<file path="config.mk">
export PLATFORM = sky130hd
export DESIGN_NAME = sdrc_req_split
export DESIGN_NICKNAME = d
export VERILOG_FILES = /design/src/rtl/sdrc_req_pkg.sv /design/src/rtl/sdrc_rr_arb.sv /design/src/rtl/sdrc_req_split.sv
export SDC_FILE = /design/constraint.sdc
export NUM_CORES = 1
export LEC_CHECK = 0
export ABC_CLOCK_PERIOD_IN_PS = 13870
export BUFFER_PORTS_ARGS = -buffer_cell sky130_fd_sc_hd__buf_4
export CAP_MARGIN = 20
export CORE_MARGIN = 2
export CORE_UTILIZATION = 55
export CTS_CLUSTER_SIZE = 8
export DETAILED_ROUTE_END_ITERATION = 8
export GPL_TIMING_DRIVEN = 0
export MAX_ROUTING_LAYER = met4
export PLACE_DENSITY = 0.79
export SETUP_SLACK_MARGIN = 0.2
export SLEW_MARGIN = 10
export SYNTH_ARGS = -nofsm -noshare
export SYNTH_HDL_FRONTEND = slang
export SYNTH_SLANG_ARGS = --single-unit
</file>
<file path="constraint.sdc">
create_clock -name clk -period 13.87 [get_ports clk]
set_input_delay 1.387 -clock clk [delete_from_list [all_inputs] [get_ports clk]]
set_output_delay 1.387 -clock clk [all_outputs]
set_load 0.05 [all_outputs]
</file>
<file path="src/rtl/sdrc_req_pkg.sv">
// Shared types and address/length helpers for the SDRAM request splitter.
package sdrc_req_pkg;

    typedef enum logic [1:0] {
        IDLE  = 2'd0,
        ISSUE = 2'd1,
        DRAIN = 2'd2
    } state_t;

    function automatic logic [3:0] col_width(input logic [1:0] colbits);
        return 4'd8 + {2'b00, colbits};
    endfunction

    function automatic logic [1:0] len_shift(input logic [1:0] width);
        case (width)
            2'b00:   return 2'd0;
            2'b01:   return 2'd1;
            default: return 2'd2;
        endcase
    endfunction

    // Words left before the column field rolls over into the next bank/row.
    function automatic logic [12:0] page_room(input logic [12:0] addr_lo, input logic [3:0] cw);
        logic [12:0] size;
        size = 13'd1 << cw;
        return size - (addr_lo & (size - 13'd1));
    endfunction

endpackage

</file>
<file path="src/rtl/sdrc_rr_arb.sv">
// Round-robin arbiter: one-hot grant, last winner drops to lowest priority.
module sdrc_rr_arb #(
    parameter int NCH  = 2,
    parameter int CH_W = 1
) (
    input  logic            clk,
    input  logic            reset,
    input  logic [NCH-1:0]  req,
    input  logic            en,
    output logic [NCH-1:0]  grant,
    output logic [CH_W-1:0] win
);

    logic [CH_W-1:0] ptr;
    logic            found;
    int unsigned     idx;

    always_comb begin
        grant = '0;
        win   = '0;
        found = 1'b0;
        idx   = 0;
        for (int unsigned i = 0; i < NCH; i++) begin
            idx = (32'(ptr) + i) % NCH;
            if (!found && req[idx]) begin
                found = 1'b1;
                win   = CH_W'(idx);
            end
        end
        if (en && found) grant[win] = 1'b1;
    end

    always_ff @(posedge clk) begin
        if (reset) begin
            ptr <= '0;
        end else if (|grant) begin
            ptr <= (32'(win) == NCH - 1) ? '0 : win + 1'b1;
        end
    end

endmodule

</file>
<file path="src/rtl/sdrc_req_split.sv">
// Multi-channel SDRAM request generator: arbitrates, scales length to SDRAM width,
// and splits each request into page- and max-chunk-bounded bank-controller chunks.
module sdrc_req_split
    import sdrc_req_pkg::*;
#(
    parameter int NCH    = 2,
    parameter int APP_AW = 26,
    parameter int APP_RW = 9,
    parameter int REQ_BW = 12,
    parameter int ID_W   = 4,
    parameter int CH_W   = (NCH > 1) ? $clog2(NCH) : 1
) (
    input  logic                  clk,
    input  logic                  reset,
    input  logic [1:0]            cfg_colbits,
    input  logic [1:0]            sdr_width,
    input  logic [REQ_BW-1:0]     cfg_max_chunk,
    input  logic [NCH-1:0]        req,
    input  logic [NCH*ID_W-1:0]   req_id,
    input  logic [NCH*APP_AW-1:0] req_addr,
    input  logic [NCH*APP_RW-1:0] req_len,
    input  logic [NCH-1:0]        req_wr_n,
    input  logic [NCH-1:0]        req_wrap,
    output logic [NCH-1:0]        req_ack,
    output logic                  r2x_idle,
    output logic                  r2b_req,
    output logic [ID_W-1:0]       r2b_req_id,
    output logic [CH_W-1:0]       r2b_ch,
    output logic                  r2b_start,
    output logic                  r2b_last,
    output logic                  r2b_wrap,
    output logic                  r2b_write,
    output logic [1:0]            r2b_ba,
    output logic [12:0]           r2b_raddr,
    output logic [12:0]           r2b_caddr,
    output logic [REQ_BW-1:0]     r2b_len,
    input  logic                  b2r_ack,
    input  logic                  b2r_arb_ok
);

    state_t              state, state_nxt;
    logic [NCH-1:0]      grant;
    logic [CH_W-1:0]     win;
    logic                take;

    logic [APP_AW-1:0]   addr_q, addr_n;
    logic [REQ_BW-1:0]   rem_q, rem_n;
    logic [3:0]          cw_q, cw_n;
    logic [REQ_BW-1:0]   max_q, max_n;
    logic                wrap_n;
    logic                load, start_n;

    logic [12:0]         room;
    logic [REQ_BW-1:0]   clen;
    logic [39:0]         ext;
    logic [1:0]          ba_n;
    logic [12:0]         raddr_n, caddr_n;

    sdrc_rr_arb #(
        .NCH  (NCH),
        .CH_W (CH_W)
    ) u_arb (
        .clk   (clk),
        .reset (reset),
        .req   (req),
        .en    ((state == IDLE) && b2r_arb_ok),
        .grant (grant),
        .win   (win)
    );

    assign take     = |grant;
    assign req_ack  = grant;
    assign r2x_idle = (state == IDLE) && ~|req;

    always_comb begin
        state_nxt = state;
        addr_n    = addr_q;
        rem_n     = rem_q;
        cw_n      = cw_q;
        max_n     = max_q;
        wrap_n    = r2b_wrap;
        load      = 1'b0;
        start_n   = 1'b0;
        case (state)
            IDLE: begin
                if (take) begin
                    addr_n    = req_addr[int'(win)*APP_AW +: APP_AW];
                    rem_n     = REQ_BW'(req_len[int'(win)*APP_RW +: APP_RW]) << len_shift(sdr_width);
                    cw_n      = col_width(cfg_colbits);
                    max_n     = cfg_max_chunk;
                    wrap_n    = req_wrap[win];
                    load      = 1'b1;
                    start_n   = 1'b1;
                    state_nxt = (rem_n == '0) ? DRAIN : ISSUE;
                end
            end
            ISSUE: begin
                if (b2r_ack) begin
                    addr_n    = addr_q + APP_AW'(r2b_len);
                    rem_n     = rem_q - r2b_len;
                    load      = (rem_n != '0);
                    state_nxt = (rem_n != '0) ? ISSUE : IDLE;
                end
            end
            DRAIN:   state_nxt = IDLE;
            default: state_nxt = IDLE;
        endcase
    end

    // Chunk fields are derived from the post-update address/length so they register in one step.
    always_comb begin
        room = page_room(addr_n[12:0], cw_n);
        clen = rem_n;
        if (!wrap_n) begin
            if (32'(room) < 32'(clen)) clen = REQ_BW'(room);
            if (max_n != '0 && max_n < clen) clen = max_n;
        end
        ext     = 40'(addr_n);
        caddr_n = 13'(ext & ((40'd1 << cw_n) - 40'd1));
        ba_n    = 2'(ext >> cw_n);
        raddr_n = 13'(ext >> (cw_n + 4'd2));
    end

    always_ff @(posedge clk) begin
        if (reset) begin
            state      <= IDLE;
            addr_q     <= '0;
            rem_q      <= '0;
            cw_q       <= '0;
            max_q      <= '0;
            r2b_req    <= 1'b0;
            r2b_req_id <= '0;
            r2b_ch     <= '0;
            r2b_start  <= 1'b0;
            r2b_last   <= 1'b0;
            r2b_wrap   <= 1'b0;
            r2b_write  <= 1'b0;
            r2b_ba     <= '0;
            r2b_raddr  <= '0;
            r2b_caddr  <= '0;
            r2b_len    <= '0;
        end else begin
            state   <= state_nxt;
            addr_q  <= addr_n;
            rem_q   <= rem_n;
            cw_q    <= cw_n;
            max_q   <= max_n;
            r2b_req <= (state_nxt == ISSUE);
            if (take) begin
                r2b_req_id <= req_id[int'(win)*ID_W +: ID_W];
                r2b_ch     <= win;
                r2b_wrap   <= req_wrap[win];
                r2b_write  <= ~req_wr_n[win];
            end
            if (load) begin
                r2b_start <= start_n;
                r2b_last  <= (clen == rem_n);
                r2b_len   <= clen;
                r2b_ba    <= ba_n;
                r2b_raddr <= raddr_n;
                r2b_caddr <= caddr_n;
            end
        end
    end

endmodule

</file>
==> impl_metrics.py, run 1 <==
metrics = {
    "outcome": {
        "status": "complete, no violations",
    },
    "final_layout": {
        "final_nets": 1655,
        "multiInputGateArea_sq_um": 7080,
        "fillerInstances": 1617,
        "layout-drive-gt1-share": 0.156,
        "layout_common_cells": "174 x nor2_1, 156 x buf_4, 129 x nand2_1",
        "seqCellArea_sq_um": 2140,
        "mostFrequentLayoutCell": "nor2_1",
        "syn_to_final_growth_pct": 17.8,
        "diodes": 0,
    },
    "route": {
        "ant_nets": 0,
        "drtIter0Drc": 1402,
        "num_vias": 11227,
        "drt-pass1-iter-count": 6,
        "wl_per_cell_microns": 20.9,
        "via_per_inst": 6.49,
        "drc_errors": 0,
        "wl_microns": 36200,
    },
    "clocking": {
        "clock_latency_ps": 370,
        "cts_resized": 0,
        "clk_pin_slew_ps": 70,
        "postCtsHoldBufs": 0,
        "post_cts_buffers": 0,
        "clock_sinks": 107,
        "cts_root_buffer": "clkbuf_16",
        "cts_tree": "yes",
        "htree_levels": 3,
        "numCtsBuffers": 9,
        "cts_buffer_depth": 2,
    },
    "synthesis": {
        "syn-num-nets": 1490,
        "async_reset_ff_frac": 0,
        "syn_area_sq_um": 9770,
        "synth-seq-cells": 107,
        "synthAdderAreaFrac": 0.0712,
        "yosys_warnings": 0,
        "syn_inst": 1334,
        "ys.flop_type": "dfxtp_1",
        "ys_seq_area_frac": 0.219,
        "synth-simple-area-share": 0.240,
        "synth_top_family_by_area": "compound AO/OA/AOI/OAI gates",
        "synth-compound-area-share": 0.296,
        "synth_edf_count": 0,
        "yosys.cell_types.count": 92,
        "synth_xor_area_frac": 0.0447,
        "synth_mux_area_frac": 0.0729,
        "syn_avg_cell_area_sq_um": 7.32,
    },
    "setup_path": {
        "criticalPathCategory": "in2reg",
        "required_ps": 14180,
        "crit-reg2reg-launch": "state[1]",
        "r2r_slack_ps": 3540,
        "crit_arrival_ps": 11380,
        "worstSetupEndpoint": "r2b_last",
        "cpMostUsedCell": "a21o_1",
        "cp-startpoint": "req[1]",
        "path_max_fanout": 10,
        "r2r_end": "r2b_last",
        "rr_worst_depth": 43,
        "cp-end-kind": "flip-flop",
        "crit_path_max_incr_delay_ps": 710,
        "start_kind": "input pin",
        "slowest_stage": "o311ai_1",
    },
    "sta": {
        "final_hold_viol_count": 0,
        "fin_crit_sh": 0.798,
        "max_slew_margin": 0.218,
        "setup_viol": 0,
        "clock.fmax_ghz": 0.0903,
        "final-max-slew-violation-count": 0,
        "grt_setup_unrepaired": "false",
        "finalCriticalPeriod_ps": 11070,
        "fin_skew_ps": 8.22,
        "tightest_slew_ps": 1160,
        "setup_tns_ps": 0,
    },
    "placed_design": {
        "port-buffer-count": 154,
        "dp_hpwl_microns": 28300,
        "gp_congestion": 1.02,
    },
    "global_routing": {
        "grt-ovfl-total": 0,
        "grt_pass1_wl_microns": 55100,
        "antenna_found_initial": 0,
        "grt_pass1_vias": 10092,
        "grt_max_degree": 19,
        "track_usage": 0.392,
    },
    "pwr": {
        "p_leak_nw": 5.04,
        "ir_worst_vdd_mv": 0.0815,
        "power_mw": 1.48,
        "power_density_nw_per_um2": 128,
    },
    "floorplan": {
        "coreArea_sq_um": 17400,
        "ioPinCount": 157,
        "rows": 48,
        "die_area_sq_um": 18800,
        "die_x_microns": 137,
        "die_y_microns": 137,
        "initial_core_util": 0.563,
    },
    "job": {
        "cap_violations": 0,
    },
    "worst_hold_path": {
        "hp-class": "reg2reg",
    },
}
routing by layer:
layer  vias to the layer above  wire length [microns]  global-route usage
li1                       5231                      -                   -
met1                      5179                  15500               0.539
met2                       731                  15000               0.565
met3                        86                   4360              0.0791
met4                         0                   1310               0.147
met5                         -                      0                   -
state kept, by name, summed over array words and instances, names as in the netlist:
name        flops
addr_q         26
r2b_caddr      13
r2b_raddr      13
max_q          12
r2b_len        12
rem_q          12
cw_q            4
r2b_req_id      4
r2b_ba          2
state           2
r2b_ch          1
r2b_last        1
r2b_req         1
r2b_start       1
r2b_wrap        1
r2b_write       1
u_arb.ptr       1
how the worst min path moves through the flow:
stage,from,to,slack [ps],cells after the start
2_1_floorplan,max_q[0],max_q[0],480,2
3_3_place_gp,r2b_caddr[2],r2b_caddr[2],440,2
3_5_place_dp,r2b_caddr[11],r2b_caddr[11],450,2
4_1_cts,r2b_caddr[8],r2b_caddr[8],470,2
5_1_grt,r2b_caddr[8],r2b_caddr[8],480,2
6_report,r2b_caddr[8],r2b_caddr[8],460,2
cells in the mapped netlist, drive strengths merged, types with 12 or more instances:
master | n | area share
inv | 47 | 0.018
nor3 | 42 | 0.022
nand4 | 19 | 0.012
dfxtp | 107 | 0.22
nand2 | 131 | 0.051
xor2 | 20 | 0.018
clkbuf | 65 | 0.025
nor2b | 16 | 0.010
nor2 | 177 | 0.069
a211oi | 31 | 0.025
mux2i | 65 | 0.068
a31oi | 15 | 0.010
a21oi | 121 | 0.065
o21ai | 78 | 0.042
xnor2 | 29 | 0.027
o211ai | 20 | 0.015
ha | 49 | 0.063
and2 | 12 | 0.0077
o21a | 12 | 0.0093
and3 | 14 | 0.0090
nand3 | 42 | 0.022
a21o | 27 | 0.021
buf | 21 | 0.013
metrics by stage:
step	setup WS, ps	std cells	area (sq um)	util	hold WS, ps
finish	2800	1729	11500	0.663	460
global route	2380	1729	11500	0.663	478
CTS	3000	1729	11500	0.663	466
detailed placement	2660	1713	11200	0.646	447
global placement	2710	1713	11200	0.646	441
floorplan	4250	1334	9770	-	481
area by class of cell:
class,instances,share of cell area
Multi-Input combinational cell,1094,0.615
Sequential cell,107,0.186
Timing Repair Buffer,154,0.100
Buffer,86,0.0325
Tap cell,225,0.0245
Clock buffer,10,0.0199
Inverter,47,0.0153
Clock inverter,6,0.00620
power by group:
part | switching (mW) | internal [mW] | total (mW)
registers | 0.0262 | 0.336 | 0.362
clock network | 0.134 | 0.142 | 0.276
logic | 0.529 | 0.310 | 0.839
logic make-up (layout without fill, tap and decap cells):
logic type      after synthesis  count (layout)
mux                          69              69
xor+xnor                     49              49
fa+ha+maj                    54              54
buf+inv                     133             303
compound gates              421             421
flops                       107             107
simple gates                501             501
critical path, delay by kind of cell:
| family | cells | cell delay (ps) |
|---|---|---|
| AO/OA/AOI/OAI | 23 | 5240 |
| adder cells (fa/ha/maj) | 5 | 1620 |
| AND/OR/NAND/NOR | 8 | 1260 |
| buffers and inverters | 6 | 1230 |
| XOR/XNOR | 1 | 330 |
| multiplexers | 1 | 320 |
Note: power is estimated with default switching activity, not from simulation.
==> run 2: changes to the inputs <==
Settings changed: ABC_AREA set to 1, ABC_CLOCK_PERIOD_IN_PS 13870 to 10600.
Clock period 13.87 ns to 10.6 ns, I/O delays scaled along.
==> impl_metrics.py, run 2 <==
metrics = {
    "final_layout": {
        "top_register": "addr_q",
        "fin_util": 0.661,
        "top_regs": "addr_q: 26 flops, r2b_caddr: 13 flops, r2b_raddr: 13 flops",
        "layout-drive-gt1-share": 0.156,
        "final_nets": 1902,
        "layout_common_cells": "366 x nand2_1, 193 x inv_1, 168 x o21ai_0",
        "syn_to_final_growth_pct": 18.1,
        "diodes": 0,
        "mostFrequentLayoutCell": "nand2_1",
        "largest_register_ff_count": 26,
    },
    "setup_path": {
        "required_ps": 10890,
        "cpMostUsedCell": "nand2_1",
        "start_kind": "input pin",
        "crit_arrival_ps": 9310,
        "slowest_stage": "o311ai_0",
        "path_max_fanout": 10,
        "cp-end-kind": "flip-flop",
        "crit_path_max_incr_delay_ps": 590,
        "criticalPathCategory": "in2reg",
    },
    "global_routing": {
        "track_usage": 0.381,
        "grt_max_degree": 18,
        "grt_pass1_vias": 10112,
        "antenna_found_initial": 0,
        "grt_pass1_wl_microns": 53000,
        "grt-ovfl-total": 0,
    },
    "sta": {
        "final_hold_viol_count": 0,
        "tightest_slew_ps": 829,
        "finalCriticalPeriod_ps": 9010,
        "fin_crit_sh": 0.850,
        "setup_viol": 0,
        "max_slew_margin": 0.445,
        "fin_skew_ps": 12.1,
        "final-max-slew-violation-count": 0,
        "grt_setup_unrepaired": "false",
        "clock.fmax_ghz": 0.111,
        "setup_tns_ps": 0,
    },
    "synthesis": {
        "syn_area_sq_um": 9610,
        "synthTopCellsByCount": "366 x nand2_1, 193 x inv_1, 168 x o21ai_0",
        "synth_top_area_cell": "dfxtp_1",
        "yosys_warnings": 0,
        "synth_edf_count": 0,
        "ys.flop_type": "dfxtp_1",
        "syn-num-nets": 1737,
        "synthTopCellsByArea": "dfxtp_1 22%, nand2_1 14%, o21ai_0 8.7%, inv_1 7.5%, ha_1 6.4%",
        "syn_avg_cell_area_sq_um": 6.08,
        "syn_inst": 1581,
        "synth-seq-cells": 107,
        "ys_seq_area_frac": 0.223,
        "yosys.cell_types.count": 54,
        "async_reset_ff_frac": 0,
        "yosysMostFrequentCell": "nand2_1",
        "synth_top_area_frac": 0.223,
    },
    "pwr": {
        "power.share.clock": 0.178,
        "power_mw": 2.01,
        "p_sw_frac": 0.492,
        "power.switching_mw": 0.988,
        "power_frac_comb": 0.579,
        "ir_worst_vdd_mv": 0.141,
        "power_density_nw_per_um2": 177,
        "p_leak_nw": 5.53,
        "internal-power_mw": 1.02,
        "seqPwrFrac": 0.243,
    },
    "clocking": {
        "numCtsBuffers": 9,
        "cts_buffer_depth": 2,
        "clock_sinks": 107,
        "clk_pin_slew_ps": 70,
        "cts_root_buffer": "clkbuf_16",
        "postCtsHoldBufs": 0,
        "cts_resized": 0,
        "cts_tree": "yes",
        "htree_levels": 3,
        "post_cts_buffers": 0,
        "clock_latency_ps": 370,
    },
    "route": {
        "drc_errors": 0,
        "num_vias": 11368,
        "via_per_inst": 5.75,
        "ant_nets": 0,
        "wl_microns": 34600,
        "drt-pass1-iter-count": 6,
        "wl_per_cell_microns": 17.5,
        "drtIter0Drc": 1290,
    },
    "floorplan": {
        "die_y_microns": 136,
        "die_area_sq_um": 18600,
        "rows": 48,
        "coreArea_sq_um": 17200,
        "die_x_microns": 136,
        "ioPinCount": 157,
        "initial_core_util": 0.560,
    },
    "outcome": {
        "status": "complete, no violations",
    },
    "placed_design": {
        "gp_congestion": 1.00,
        "dp_hpwl_microns": 27800,
        "port-buffer-count": 154,
    },
    "job": {
        "cap_violations": 0,
    },
    "worst_hold_path": {
        "hp-class": "reg2reg",
    },
}
run 2: cell types whose count changed after synthesis, sizes merged, moves of 25 or more:
cell    before  now
nor3        42   11
a21o        27    1
nand3       42  111
mux2i       65    9
xnor2       29    4
a211oi      31    6
nand2      131  386
o21ai       78  174
inv         47  209
run 2: worst max-delay path: cells and delay by family:
kind,cells,cell delay (ps)
AOI/OAI and AO/OA,10,2480
adders and majority gates,3,800
xor gates and xnor gates,1,210
and+or+nand+nor,20,1870
buffers and inverters,11,2870
run 2: power by group through the flow:
| stage | logic [mW] | clock network [mW] | registers (mW) |
|---|---|---|---|
| finish | 1.16 | 0.358 | 0.489 |
| global route | 1.28 | 0.371 | 0.491 |
| CTS | 1.14 | 0.358 | 0.486 |
| detailed placement | 1.13 | 0 | 0.495 |
| global placement | 1.12 | 0 | 0.494 |
| floorplan | 0.746 | 0 | 0.560 |
run 2: path summary, 6_finish.rpt:
path	from	slack, ps	to	cells after the start
worst min register to register	r2b_caddr[12]	480	r2b_caddr[12]	2
worst max-delay path	b2r_ack	1590	r2b_last	45
worst max register to register	state[0]	2040	r2b_last	46
worst min-delay path	r2b_caddr[12]	480	r2b_caddr[12]	2
run 2: kinds of logic after synthesis:
logic type / synth area share
AOI/OAI and AO/OA: 0.220
adders and majority gates: 0.0700
DFF: 0.223
xor gates and xnor gates: 0.0210
muxes: 0.00937
buffers and inverters: 0.116
and+or+nand+nor: 0.341
run 2: per-stage QoR:
stage	cell area (sq um)	instances	hold slack (ps)	setup slack, ps
final	11400	1976	476	1590
after global placement	11100	1960	451	1640
after CTS	11400	1976	475	1900
after detailed placement	11100	1960	463	1560
after floorplan	9610	1581	487	3030
after global routing	11400	1976	494	924
run 2: final cells by class:
| cell class | count | area [sq um] |
|---|---|---|
| Multi-Input combinational cell | 1191 | 6350 |
| Fill cell | 1637 | 5820 |
| Sequential cell | 107 | 2140 |
| Timing Repair Buffer | 154 | 1160 |
| Inverter | 210 | 791 |
| Buffer | 73 | 327 |
| Tap cell | 225 | 282 |
| Clock buffer | 10 | 239 |
| Clock inverter | 6 | 63.8 |
run 2: metal layers:
layer	GRT usage	part of all wire	up-vias	routed length, microns
li1	-	-	5574	-
met5	-	0	-	0
met2	0.550	0.42	617	14400
met3	0.0835	0.11	65	3830
met1	0.523	0.44	5112	15200
met4	0.133	0.032	0	1100
==> run 3: changes to the inputs <==
Settings changed: ABC_CLOCK_PERIOD_IN_PS 10600 to 8600, GPL_TIMING_DRIVEN 0 to not set.
Clock period 10.6 ns to 8.6 ns, I/O delays scaled along.
==> impl_metrics.py, run 3 (synthesis gave the netlist of run 2 again) <==
metrics = {
    "outcome": {
        "status": "complete, no violations",
    },
    "final_layout": {
        "diodes": 0,
        "layout_common_cells": "365 x nand2_1, 193 x inv_1, 171 x buf_4",
        "design_area_sq_um": 11200,
        "final_nets": 1846,
        "top_register": "addr_q",
        "mostFrequentLayoutCell": "nand2_1",
        "layout-drive-gt1-share": 0.166,
        "largest_register_ff_count": 26,
        "top_regs": "addr_q: 26 flops, r2b_caddr: 13 flops, r2b_raddr: 13 flops",
        "syn_to_final_growth_pct": 16.0,
    },
    "global_routing": {
        "grt-ovfl-total": 0,
        "grt_max_degree": 77,
        "grt_pass1_vias": 9566,
        "grt_pass1_wl_microns": 48800,
        "antenna_found_initial": 0,
        "track_usage": 0.342,
    },
    "route": {
        "via_per_inst": 5.73,
        "wl_microns": 31400,
        "drtIter0Drc": 1262,
        "highest_layer": "met4",
        "wl_per_cell_microns": 16.3,
        "dr_wl_met2_microns": 13400,
        "drc_errors": 0,
        "wl_met1_microns": 14500,
        "num_vias": 11000,
        "wl_met3_microns": 2800,
        "drt-pass1-iter-count": 6,
        "ant_nets": 0,
    },
    "pwr": {
        "ir_worst_vdd_mv": 0.147,
        "internal-power_mw": 1.22,
        "seqPwrFrac": 0.248,
        "power_density_nw_per_um2": 217,
        "p_leak_nw": 5.47,
        "power_frac_comb": 0.578,
        "p_sw_frac": 0.494,
        "power.share.clock": 0.174,
        "power.switching_mw": 1.20,
    },
    "clocking": {
        "numCtsBuffers": 9,
        "postCtsHoldBufs": 0,
        "cts_buffer_depth": 2,
        "clk_pin_slew_ps": 70,
        "htree_levels": 3,
        "clock_latency_ps": 370,
        "post_cts_buffers": 0,
        "cts_root_buffer": "clkbuf_16",
        "cts_tree": "yes",
        "clock_sinks": 107,
    },
    "setup_path": {
        "start_kind": "input pin",
        "cp-end-kind": "flip-flop",
        "crit_arrival_ps": 7920,
        "path_max_fanout": 26,
        "slowest_stage": "fa_1",
        "criticalPathCategory": "in2reg",
        "rr_worst_depth": 46,
        "crit_path_max_incr_delay_ps": 430,
        "required_ps": 8890,
        "cpMostUsedCell": "nand2_1",
    },
    "sta": {
        "setup_tns_ps": 0,
        "max_slew_margin": 0.366,
        "tightest_slew_ps": 951,
        "finalCriticalPeriod_ps": 7630,
        "fin_skew_ps": 10.9,
        "final-max-slew-violation-count": 0,
        "holdWs_ps": 472,
        "grt_setup_unrepaired": "false",
        "clock.fmax_ghz": 0.131,
        "fin_crit_sh": 0.888,
        "setup_viol": 0,
        "final_hold_viol_count": 0,
    },
    "floorplan": {
        "rows": 48,
        "die_y_microns": 136,
        "coreArea_sq_um": 17200,
        "die_x_microns": 136,
        "initial_core_util": 0.560,
        "die_area_sq_um": 18600,
        "ioPinCount": 157,
    },
    "placed_design": {
        "port-buffer-count": 156,
        "dp_hpwl_microns": 24000,
        "gp_congestion": 1.02,
        "placed_area_sq_um": 10900,
    },
    "worst_hold_path": {
        "hold_depth": 2,
        "hp-class": "reg2reg",
    },
    "job": {
        "cap_violations": 0,
    },
}
[run 3: metal layers]
layer,global-route usage,up-vias
met5,-,-
met4,0.100,0
met3,0.0380,55
met2,0.503,509
met1,0.494,4973
li1,-,5463
[run 3: final timing paths]
path / start / slack (ps) / endpoint
worst max-delay path: req[1] / 970 / r2b_last
worst min-delay path: r2b_start / 470 / r2b_start
worst max register to register: state[1] / 1000 / r2b_last
worst min register to register: r2b_start / 470 / r2b_start
[run 3: what timing repair did]
item                                   CTS  global route
endpoints found under the hold margin    0             0
resized for setup                        0             3
setup endpoints to repair                0             1
[run 3: critical path: cells and delay by family]
kind                       cells  cell delay [ps]
and+or+nand+nor               24             2660
buffers and inverters          9             1200
adders and majority gates      4             1330
AOI/OAI and AO/OA             10             1620
xor gates and xnor gates       1              220
[run 3: per-stage QoR]
| step | std cells | total power [mW] | worst slack (ps) | utilization |
|---|---|---|---|---|
| after detailed placement | 1904 | 1.97 | 501 | 0.632 |
| after global routing | 1920 | 2.60 | 207 | 0.649 |
| after global placement | 1904 | 1.95 | 795 | 0.632 |
| after floorplan | 1581 | 1.61 | 1230 | - |
| final | 1920 | 2.42 | 967 | 0.649 |
| after CTS | 1920 | 2.39 | 857 | 0.649 |
[run 3: power by group through the flow]
stage / logic, mW / clock network (mW) / registers (mW)
6_report: 1.40 / 0.421 / 0.599
3_3_place_gp: 1.34 / 0 / 0.608
2_1_floorplan: 0.919 / 0 / 0.690
4_1_cts: 1.36 / 0.423 / 0.598
5_1_grt: 1.56 / 0.438 / 0.604
3_5_place_dp: 1.36 / 0 / 0.609
[run 3: layout make-up]
class                           count  area (sq um)
Clock buffer                       10           239
Multi-Input combinational cell   1191          6370
Clock inverter                      6          48.8
Inverter                          210           792
Fill cell                        1615          6020
Tap cell                          225           282
Sequential cell                   107          2140
Timing Repair Buffer              171          1280
